--- src/rtl/whack_pkg.sv ---
// Shared types and helpers for the whack-a-mole round sequencer.
package whack_pkg;

    typedef enum logic [2:0] {
        IDLE,
        ARM,
        SHOW,
        GAP,
        DONE
    } state_t;

    // Fibonacci taps 8,6,5,4 expressed as a mask over q[7:0]
    localparam logic [7:0] LFSR_TAPS = 8'hB8;
    localparam int MAX_HOLES = 16;

    function automatic logic [MAX_HOLES-1:0] hole_to_onehot(input logic [3:0] hole);
        logic [MAX_HOLES-1:0] oh;
        oh       = '0;
        oh[hole] = 1'b1;
        return oh;
    endfunction

endpackage

--- src/rtl/mole_lfsr.sv ---
// Free-running 8-bit Fibonacci LFSR used as the mole position source.
module mole_lfsr
    import whack_pkg::*;
#(
    parameter logic [7:0] SEED = 8'hA5
) (
    input  logic       clk,
    input  logic       rst,
    output logic [7:0] q
);

    always_ff @(posedge clk or posedge rst) begin
        if (rst) q <= SEED;
        else     q <= {q[6:0], ^(q & LFSR_TAPS)};
    end

endmodule

--- src/rtl/whack_round_ctrl.sv ---
// Round sequencer: lights one mole per round, judges hits, pulses the score counter.
//
// state | meaning
// IDLE  | waiting for start after reset, outputs quiet
// ARM   | one cycle: clear score, load round count
// SHOW  | mole lit, waiting for matching hit or timeout
// GAP   | dark interval between rounds
// DONE  | game over, waiting for start
module whack_round_ctrl
    import whack_pkg::*;
#(
    parameter int         N_HOLES     = 8,
    parameter int         SHOW_TICKS  = 20,
    parameter int         GAP_TICKS   = 5,
    parameter int         GAME_ROUNDS = 30,
    parameter logic [7:0] LFSR_SEED   = 8'hA5
) (
    input  logic               clk,
    input  logic               rst,
    input  logic               tick,
    input  logic               start,
    input  logic [N_HOLES-1:0] hit,
    output logic [N_HOLES-1:0] mole,
    output logic               add_score,
    output logic               score_clear,
    output logic [7:0]         rounds_left,
    output logic               playing,
    output logic               game_over
);

    localparam int         HB       = $clog2(N_HOLES);
    localparam logic [7:0] SHOW_T   = 8'(SHOW_TICKS);
    localparam logic [7:0] GAP_T    = 8'(GAP_TICKS);
    localparam logic [7:0] ROUNDS_T = 8'(GAME_ROUNDS);

    state_t          state;
    logic [7:0]      timer;
    logic [HB-1:0]   prev_hole;
    logic [7:0]      lfsr_q;
    logic [HB-1:0]   cand;
    logic [HB-1:0]   next_hole;
    logic            hit_match;

    mole_lfsr #(.SEED(LFSR_SEED)) u_lfsr (
        .clk (clk),
        .rst (rst),
        .q   (lfsr_q)
    );

    // Bump the candidate by one when it would repeat the previous hole
    always_comb begin
        cand      = HB'(lfsr_q % N_HOLES);
        next_hole = (cand == prev_hole) ? cand + 1'b1 : cand;
        hit_match = |(hit & mole);
    end

    always_ff @(posedge clk or posedge rst) begin
        if (rst) begin
            state       <= IDLE;
            mole        <= '0;
            add_score   <= 1'b0;
            score_clear <= 1'b0;
            rounds_left <= '0;
            playing     <= 1'b0;
            game_over   <= 1'b0;
            timer       <= '0;
            prev_hole   <= '0;
        end else begin
            add_score   <= 1'b0;
            score_clear <= 1'b0;
            case (state)
                IDLE, DONE: begin
                    if (start) begin
                        state       <= ARM;
                        score_clear <= 1'b1;
                        rounds_left <= ROUNDS_T;
                        playing     <= 1'b1;
                        game_over   <= 1'b0;
                    end
                end
                ARM: begin
                    state     <= SHOW;
                    mole      <= N_HOLES'(hole_to_onehot(4'(next_hole)));
                    timer     <= SHOW_T;
                    prev_hole <= next_hole;
                end
                SHOW: begin
                    // A matching hit takes priority over the expiring tick
                    if (hit_match || (tick && timer == 8'd1)) begin
                        add_score   <= hit_match;
                        mole        <= '0;
                        timer       <= GAP_T;
                        rounds_left <= rounds_left - 8'd1;
                        state       <= GAP;
                    end else if (tick) begin
                        timer <= timer - 8'd1;
                    end
                end
                GAP: begin
                    if (tick) begin
                        if (timer == 8'd1) begin
                            if (rounds_left == 8'd0) begin
                                state     <= DONE;
                                playing   <= 1'b0;
                                game_over <= 1'b1;
                            end else begin
                                state     <= SHOW;
                                mole      <= N_HOLES'(hole_to_onehot(4'(next_hole)));
                                timer     <= SHOW_T;
                                prev_hole <= next_hole;
                            end
                        end else begin
                            timer <= timer - 8'd1;
                        end
                    end
                end
                default: state <= IDLE;
            endcase
        end
    end

endmodule

--- config.mk ---
export PLATFORM = sky130hd
export DESIGN_NAME = whack_round_ctrl
export DESIGN_NICKNAME = d
export VERILOG_FILES = /design/src/rtl/whack_pkg.sv /design/src/rtl/mole_lfsr.sv /design/src/rtl/whack_round_ctrl.sv
export SDC_FILE = /design/constraint.sdc
export NUM_CORES = 1
export LEC_CHECK = 0
export BUFFER_PORTS_ARGS = -buffer_cell sky130_fd_sc_hd__buf_2
export CORE_UTILIZATION = 40
export DETAILED_ROUTE_END_ITERATION = 16
export SKIP_LAST_GASP = 1
export SYNTH_ARGS = -nofsm -noshare
export SYNTH_HDL_FRONTEND = slang
export SYNTH_SLANG_ARGS = --single-unit
--- constraint.sdc ---
create_clock -name clk -period 2.8 [get_ports clk]
set_input_delay 0.14 -clock clk [delete_from_list [all_inputs] [get_ports clk]]
set_output_delay 0.14 -clock clk [all_outputs]
set_load 0.1 [all_outputs]
==> impl_metrics.toml, run 1 <==
[drt]
drt_iter0_drc = 85
drt-vias-per-instance = 5.311
firstDrtPassIters = 4
dr_wl_met2_um = 1776
drtAntennaViolNets = 0
drt-met1-wl_um = 1994
wl_per_cell_um = 13.58
met3_length_um = 167
wirelength_um = 4020
drc_errors = 0
top_layer_used = "met4"
vias = 1572

[critical_path]
startpoint_type = "register"
critPathKind = "register to register"
worstPathMaxFanout = 12
arrival_ns = 2.51
path_cells = "inv_1 -> ha_1 -> nor4bb_1 -> a311o_1 -> o211ai_1 -> or3b_2 -> o21ai_0"
critPathMaxStageDelay_ns = 0.49
crit_path_end_kind = "register"
critPathRequiredTime_ns = 3.01
slowest_stage = "or3b_2"

[cells_and_area]
final_area_sq_mm = 0.002472
synthToLayoutAreaGrowth_pct = 15.62
most-common-layout-cells = "dfrtp_1, buf_2, nor2_1"
layout_commonest_cell = "dfrtp_1"
antenna_cells = 0
nFillCells = 498
final_core_util_pct = 48.10
nets = 242
drive_above_1_share_pct = 25.22

[hold_path]
min_path_type = "primary input to register"

[sta]
period_share_pct = 82.13
finalSetupTns_ns = 0
rsz0062_at_grt = "false"
setup_viol = 0
period_needed_ns = 2.300
slew_headroom_pct = 50.86
tightest_slew_ns = 0.7339
timing.final.ws_setup_ns = 0.5003
drv_slew = 0
max_freq_ghz = 0.4348
fin_worst_skew_ns = 0.007962
hold_violations = 0

[pwr]
p_total_uw = 2231
max-vdd-ir-drop_mv = 0.8223
p_leak_uw = 0.001086
power_density_mw_per_mm2 = 902.4

[run]
drv_cap = 0

[logic_synthesis]
yosysSeqAreaShare_pct = 49.39
syn_avg_cell_area_sq_um = 11.31
ys_seq_elements = 42
synth_flop_cell = "dfrtp_1"
syn_nets = 206
yosysUniqueCellTypes = 46
synth_edf_count = 0
synthCells = 189
synth_area_sq_mm = 0.002138
synthArstFlopShare_pct = 100.0
yosysWarnings = 0

[global_routing]
grt_start_max_net_pins = 43
antenna_found_initial = 0
grt_pass1_wl_um = 6900
grt.total_usage_pct = 16.29
grt_overflow = 0
grt_pass1_vias = 1493

[clocking]
cts_max_level = 2
clockBufferDepth = 2
cts_tree = "done"
root_buffer = "clkbuf_8"
cts_made_buffers = 5
post_cts_buffers = 0
cts.sinks = 42
clkSlewWorstSetupHoldPaths_ns = 0.09
clkLatencyLatePin_ns = 0.30

[placed_design]
port_buffers = 31
gp_congestion = 0.7759
postPlaceCellArea_sq_mm = 0.002369
post-dp-hpwl_um = 2912
post-place-ws_ns = 0.5025

[floorplanning]
start_util_pct = 41.60
dieArea_sq_mm = 0.005642
die_w_um = 75.12
rows = 26
core_sq_mm = 0.005140
die_y_um = 75.12
ioPinCount = 32

[outcome]
status = "completed"
## worst max-delay path, delay by kind of cell, from the launching register on
| kind | cells | cell delay, ns |
|---|---|---|
| flip-flops | 1 | 0.47 |
| adder cells (fa/ha/maj) | 1 | 0.20 |
| AO/OA/AOI/OAI | 3 | 0.79 |
| buffers and inverters | 1 | 0.11 |
| AND/OR/NAND/NOR | 2 | 0.65 |
## through the flow
stage / std cells / hold slack (ns)
global placement: 287 / 0.3054
global route: 296 / 0.1022
floorplan: 189 / 0.3034
CTS: 296 / 0.1037
finish: 296 / 0.1118
detailed placement: 287 / 0.3018
## worst paths after layout
check,startpoint,end,slack [ns],cells after the start
worst max-delay path,rounds_left[0]$_DFFE_PP0P_,timer[1]$_DFFE_PP0P_,0.50,7
worst min-delay path,start,state[2]$_DFFE_PP0P_,0.11,3
min in group asynchronous,rst,u_lfsr.q[4]$_DFF_PP0_,0.51,4
worst min register to register,u_lfsr.q[6]$_DFF_PP0_,u_lfsr.q[7]$_DFF_PP1_,0.35,0
worst max register to register,rounds_left[0]$_DFFE_PP0P_,timer[1]$_DFFE_PP0P_,0.50,7
max in group asynchronous,rst,u_lfsr.q[5]$_DFF_PP1_,1.93,4
## timing repair
item,CTS,global route
hold endpoints to repair,38,0
gates resized for setup,0,0
hold buffers,1,0
## metal layers
metal / GRT usage [%] / vias up
met4: 6.289 / 0
met1: 22.86 / 757
li1: - / 768
met2: 23.92 / 38
met5: 0 / -
met3: 4.552 / 9
## power by group
group          internal (uW)  total, uW  leakage, uW  switching [uW]
Clock                    180        408    0.0000447             228
Combinational            270        912     0.000520             641
Sequential               730        911     0.000520             181
Total                   1180       2230      0.00109            1050
## cells by family (layout without fill, tap and decap cells)
group           count (synthesis)  in the layout  share of synthesized area, %
compound gates                 51             51                         19.66
simple gates                   59             59                         17.32
flops                          42             42                         49.39
mux                             7              7                         3.511
xor+xnor                       11             11                         4.506
fa+ha+maj                       5              5                         2.926
buf+inv                        14             51                         2.691
## sequential cells by signal, indices dropped and copies added, names as in the netlist
signal,count
rounds_left,8
state,3
u_lfsr.q,8
playing,1
timer,8
add_score,1
mole,8
score_clear,1
prev_hole,3
game_over,1
## Yosys cell counts (2+ instances only)
library cell  count  share of area, %
a2111oi_4         2               2.6
a21oi_1          10               2.3
a22oi_1           4               1.4
a31oi_1           3              0.88
a32o_1            8               3.7
buf_2             4              0.94
dfrtp_1          38                44
dfstp_2           4               4.9
ha_1              5               2.9
inv_1             9               1.6
mux2_2            4               2.1
mux2i_1           3               1.4
nand2_1          13               2.3
nand2b_1          8               2.3
nand3_1           6               1.4
nor2_1           14               2.5
nor3_1            3              0.70
nor4b_4           2               2.2
o211ai_1          4               1.4
o21ai_0           7               1.6
o2bb2ai_1         4               1.6
xnor2_1           9               3.7
xor2_1            2              0.82
## area by class of cell
type | instances | area [sq um] | area share [%]
flip-flops and latches | 42 | 1056 | 42.71
multi-input cells | 133 | 1025 | 41.45
inverters | 10 | 37.54 | 1.518
repair buffers | 33 | 172.7 | 6.984
clock inverters | 3 | 25.02 | 1.012
well taps | 70 | 87.58 | 3.543
clock buffers | 5 | 68.82 | 2.783
Power figures use the tool's default switching activity.
==> run 2, diff against run 1 <==
==> constraint.sdc (replaced) <==
create_clock -name clk -period 2.13 [get_ports clk]
set_input_delay 0.1065 -clock clk [delete_from_list [all_inputs] [get_ports clk]]
set_output_delay 0.1065 -clock clk [all_outputs]
set_load 0.1 [all_outputs]
==> impl_metrics.toml, run 2 (synthesis results as in run 1) <==
[critical_path]
rrSetupSlack_ns = 0.12
crit_path_end_kind = "register"
critPathMaxStageDelay_ns = 0.42
critPathKind = "register to register"
path_cells = "inv_2 -> ha_1 -> nor4b_4 -> buf_4 -> a221o_1 -> o211ai_1 -> or3b_4 -> o21ai_0"
arrival_ns = 2.22
worstPathMaxFanout = 7
crit_buf_inv = 2
slowest_stage = "or3b_4"
critPathRequiredTime_ns = 2.34
cpLargestDelayFamily = "compound AO/OA/AOI/OAI gates"
startpoint_type = "register"

[placed_design]
post-dp-hpwl_um = 3322
gp_congestion = 0.8013
port_buffers = 31

[global_routing]
grt.total_usage_pct = 17.56
grt_pass1_vias = 1534
grt_overflow = 0
grt_pass1_wl_um = 7348
antenna_found_initial = 0
grt_start_max_net_pins = 43

[clocking]
root_buffer = "clkbuf_8"
clockBufferDepth = 2
clkSlewWorstSetupHoldPaths_ns = 0.09
cts.sinks = 42
cts_made_buffers = 5
cts_tree = "done"
cts_max_level = 2
clkLatencyLatePin_ns = 0.30

[hold_path]
min_path_type = "primary input to register"

[cells_and_area]
layout_commonest_cell = "buf_2"
final_core_util_pct = 50.95
multi_input_area_sq_mm = 0.001033
most-common-layout-cells = "buf_2, dfrtp_1, buf_4"
antenna_cells = 0
ff_latch_area_sq_mm = 0.001080
drive_above_1_share_pct = 37.34
synthToLayoutAreaGrowth_pct = 22.47
nets = 257
nFillCells = 491

[drt]
wl_per_cell_um = 14.29
drc_errors = 0
drt_iter0_drc = 97
wirelength_um = 4445
drt-vias-per-instance = 5.254
firstDrtPassIters = 4
vias = 1634
drtAntennaViolNets = 0

[sta]
tightest_slew_ns = 0.5415
drv_slew = 0
max_freq_ghz = 0.4971
fin_worst_skew_ns = 0.01173
setup_viol = 0
period_needed_ns = 2.011
period_share_pct = 94.44
rsz0062_at_grt = "false"
slew_headroom_pct = 63.74
hold_violations = 0

[floorplanning]
core_sq_mm = 0.005140
rows = 26
die_y_um = 75.12
start_util_pct = 41.60
die_w_um = 75.12
ioPinCount = 32
dieArea_sq_mm = 0.005642

[outcome]
status = "completed"

[pwr]
p_total_uw = 3136
power_density_mw_per_mm2 = 1198
max-vdd-ir-drop_mv = 0.7435
p_leak_uw = 0.001144

[run]
drv_cap = 0
[run 2: changes by cell type in the layout (fill, tap and decap cells not counted), sizes merged]
cell,change
clkinv,-1
buf,+15
clkinvlp,-1
inv,+2
[run 2: final cells by class]
type | count | area share (%)
clock inverter | 3 | 1.003
sequential | 42 | 41.23
multi-input combinational | 133 | 39.46
timing repair buffer | 48 | 10.89
tap | 70 | 3.344
inverter | 10 | 1.433
clock buffer | 5 | 2.628
[run 2: routing by layer]
metal | up-vias | track usage (%) | share of wire (%) | wire length, um
met4 | 0 | 6.289 | 0.88 | 39
met2 | 27 | 26.93 | 49 | 2177
met1 | 803 | 24.32 | 47 | 2079
met3 | 4 | 4.150 | 3.3 | 148
li1 | 800 | - | - | -
met5 | - | 0 | 0 | 0
[run 2: worst register-to-register path: cells and delay by family, from the launching register on]
| kind | cells | cell delay (ns) |
|---|---|---|
| and+or+nand+nor | 2 | 0.55 |
| AOI/OAI and AO/OA | 3 | 0.63 |
| buffers and inverters | 2 | 0.22 |
| adders and majority gates | 1 | 0.18 |
| DFF | 1 | 0.36 |
[run 2: path summary, 6_finish.rpt]
kind,startpoint,end,depth (start not counted)
worst min-delay path,start,state[2]$_DFFE_PP0P_,3
worst max-delay path,timer[1]$_DFFE_PP0P_,timer[1]$_DFFE_PP0P_,8
worst max register to register,timer[1]$_DFFE_PP0P_,timer[1]$_DFFE_PP0P_,8
min in group asynchronous,rst,timer[2]$_DFFE_PP0P_,4
max in group asynchronous,rst,rounds_left[1]$_DFFE_PP0P_,4
worst min register to register,u_lfsr.q[6]$_DFF_PP0_,u_lfsr.q[7]$_DFF_PP1_,0
[run 2: what timing repair did]
action	in CTS	in global routing
endpoints found under the setup margin	0	8
gates resized for setup	0	4
hold endpoints to repair	38	0
hold buffers	1	0
buffers inserted	0	1
[run 2: metrics by stage]
stage / hold slack [ns] / cells / TNS, ns / setup slack (ns) / area (sq um)
floorplan: 0.2699 / 189 / -0.06414 / -0.03352 / 2162
global placement: 0.2692 / 301 / 0 / 0.1237 / 2497
detailed placement: 0.2706 / 301 / 0 / 0.06178 / 2497
CTS: 0.07346 / 310 / 0 / 0.02176 / 2603
global route: 0.09356 / 311 / 0 / 0.007936 / 2619
finish: 0.07378 / 311 / 0 / 0.1185 / 2619
[run 2: report_power, final]
group	internal, uW	switching (uW)
sequential	978	213
combinational	480	918
clock	244	304
==> run 3, diff against run 2 <==
--- a/config.mk
+++ b/config.mk
@@ -6,6 +6,7 @@
 export NUM_CORES = 1
 export LEC_CHECK = 0
 export BUFFER_PORTS_ARGS = -buffer_cell sky130_fd_sc_hd__buf_2
+export CORE_ASPECT_RATIO = 0.6
 export CORE_UTILIZATION = 40
 export DETAILED_ROUTE_END_ITERATION = 16
 export SKIP_LAST_GASP = 1
==> constraint.sdc (replaced) <==
create_clock -name clk -period 2.1 [get_ports clk]
set_input_delay 0.105 -clock clk [delete_from_list [all_inputs] [get_ports clk]]
set_output_delay 0.105 -clock clk [all_outputs]
set_load 0.1 [all_outputs]
==> impl_metrics.toml, run 3 (synthesis results as in run 1) <==
[sta]
fin_worst_skew_ns = 0.008694
period_share_pct = 96.41
tightest_slew_ns = 0.5383
period_needed_ns = 2.025
setup_viol = 0
hold_violations = 0
max_freq_ghz = 0.4939
drv_slew = 0
timing.final.ws_setup_ns = 0.07531
rsz0062_at_grt = "true"
slew_headroom_pct = 64.11

[cells_and_area]
ff_latch_area_sq_mm = 0.001081
antenna_cells = 0
nets = 263
nFillCells = 461
drive_above_1_share_pct = 38.46
most-common-layout-cells = "buf_2, dfrtp_1, buf_4"
multi_input_area_sq_mm = 0.001033
synthToLayoutAreaGrowth_pct = 24.17
layout_commonest_cell = "buf_2"

[placed_design]
port_buffers = 31
gp_congestion = 0.7717
post-dp-hpwl_um = 3326
post-place-ws_ns = 0.05553

[floorplanning]
ioPinCount = 32
start_util_pct = 41.89
dieArea_sq_mm = 0.005652
die_y_um = 58.64
rows = 20
core_sq_mm = 0.005105
die_w_um = 96.39

[drt]
drt-vias-per-instance = 5.288
drc_errors = 0
drtAntennaViolNets = 0
drt_iter0_drc = 79
firstDrtPassIters = 4
vias = 1655
wl_per_cell_um = 14.68
wirelength_um = 4594

[clocking]
clkLatencyLatePin_ns = 0.30
clkSlewWorstSetupHoldPaths_ns = 0.08
clockBufferDepth = 2
cts_max_level = 2
root_buffer = "clkbuf_8"
cts_tree = "done"
cts.sinks = 42
cts_made_buffers = 5

[critical_path]
cpLargestDelayFamily = "compound AO/OA/AOI/OAI gates"
path_cells = "inv_1 -> ha_1 -> nor4b_4 -> buf_4 -> a221o_1 -> o211ai_1 -> or3b_4 -> o21ai_0"
rrSetupSlack_ns = 0.08
crit_path_end_kind = "register"
crit_buf_inv = 2
startpoint_type = "register"
critPathMaxStageDelay_ns = 0.43
arrival_ns = 2.25
slowest_stage = "or3b_4"
critPathRequiredTime_ns = 2.33
critPathKind = "register to register"
worstPathMaxFanout = 8

[pwr]
power_density_mw_per_mm2 = 1206
max-vdd-ir-drop_mv = 1.133
p_total_uw = 3202
p_leak_uw = 0.001167

[global_routing]
grt_pass1_vias = 1552
grt.met3_usage_pct = 4.780
antenna_found_initial = 0
grt.total_usage_pct = 18.23
grtUsageMet2_pct = 23.00
grt_pass1_wl_um = 7521
grtUsageMet1_pct = 29.13
grt_start_max_net_pins = 43
grt_busiest_layer = "met1"
grt_overflow = 0

[hold_path]
min_path_type = "primary input to register"

[outcome]
status = "completed"

[run]
drv_cap = 0
## run 3: worst reg2reg max path, stage by stage (launching register included)
cell and delay [ns]:
dfrtp_1 0.35, inv_1 0.07, ha_1 0.17, nor4b_4 0.12, buf_4 0.16, a221o_1 0.32
o211ai_1 0.26, or3b_4 0.43, o21ai_0 0.07
## run 3: metal layers
| metal | routed length [um] | vias to the layer above |
|---|---|---|
| li1 | - | 815 |
| met1 | 2572 | 778 |
| met2 | 1683 | 56 |
| met3 | 286 | 6 |
| met4 | 51 | 0 |
| met5 | 0 | - |
## run 3: timing repair
action,CTS,global route
buffers inserted,0,4
hold endpoints to repair,38,0
gates resized for setup,0,3
endpoints found under the setup margin,0,16
hold buffers,1,0
## run 3: final cells by class
| class | instances | share of cell area [%] |
|---|---|---|
| inverters | 10 | 1.414 |
| repair buffers | 54 | 12.58 |
| clock inverters | 2 | 0.5184 |
| well taps | 66 | 3.110 |
| clock buffers | 6 | 2.733 |
| flip-flops and latches | 42 | 40.72 |
| multi-input cells | 133 | 38.93 |
## run 3: worst paths after layout
kind | start | endpoint | cells after the start
hold / removal | start | state[2]$_DFFE_PP0P_ | 3
max in group asynchronous | rst | rounds_left[0]$_DFFE_PP0P_ | 4
min in group asynchronous | rst | u_lfsr.q[4]$_DFF_PP0_ | 4
setup reg to reg | timer[1]$_DFFE_PP0P_ | timer[1]$_DFFE_PP0P_ | 8
hold reg to reg | u_lfsr.q[6]$_DFF_PP0_ | u_lfsr.q[7]$_DFF_PP1_ | 0
setup / recovery | timer[1]$_DFFE_PP0P_ | timer[1]$_DFFE_PP0P_ | 8
## run 3: report_power, final
| group | switching, uW | leakage, uW | internal [uW] | total (uW) |
|---|---|---|---|---|
| Sequential | 203 | 0.000499 | 993 | 1200 |
| Clock | 284 | 0.0000452 | 235 | 519 |
| Combinational | 959 | 0.000623 | 528 | 1490 |
| Total | 1450 | 0.00117 | 1760 | 3200 |
## run 3: per-stage QoR
stage	instance area (sq um)	hold slack, ns	setup TNS [ns]	std cells	utilization, %
after detailed placement	2516	0.2674	0	300	49.29
final	2655	0.06847	0	313	52.01
after CTS	2613	0.06583	0	309	51.18
after floorplan	2163	0.2684	-0.1145	189	-
after global placement	2516	0.2675	0	300	49.29
after global routing	2655	0.07207	-0.09141	313	52.01
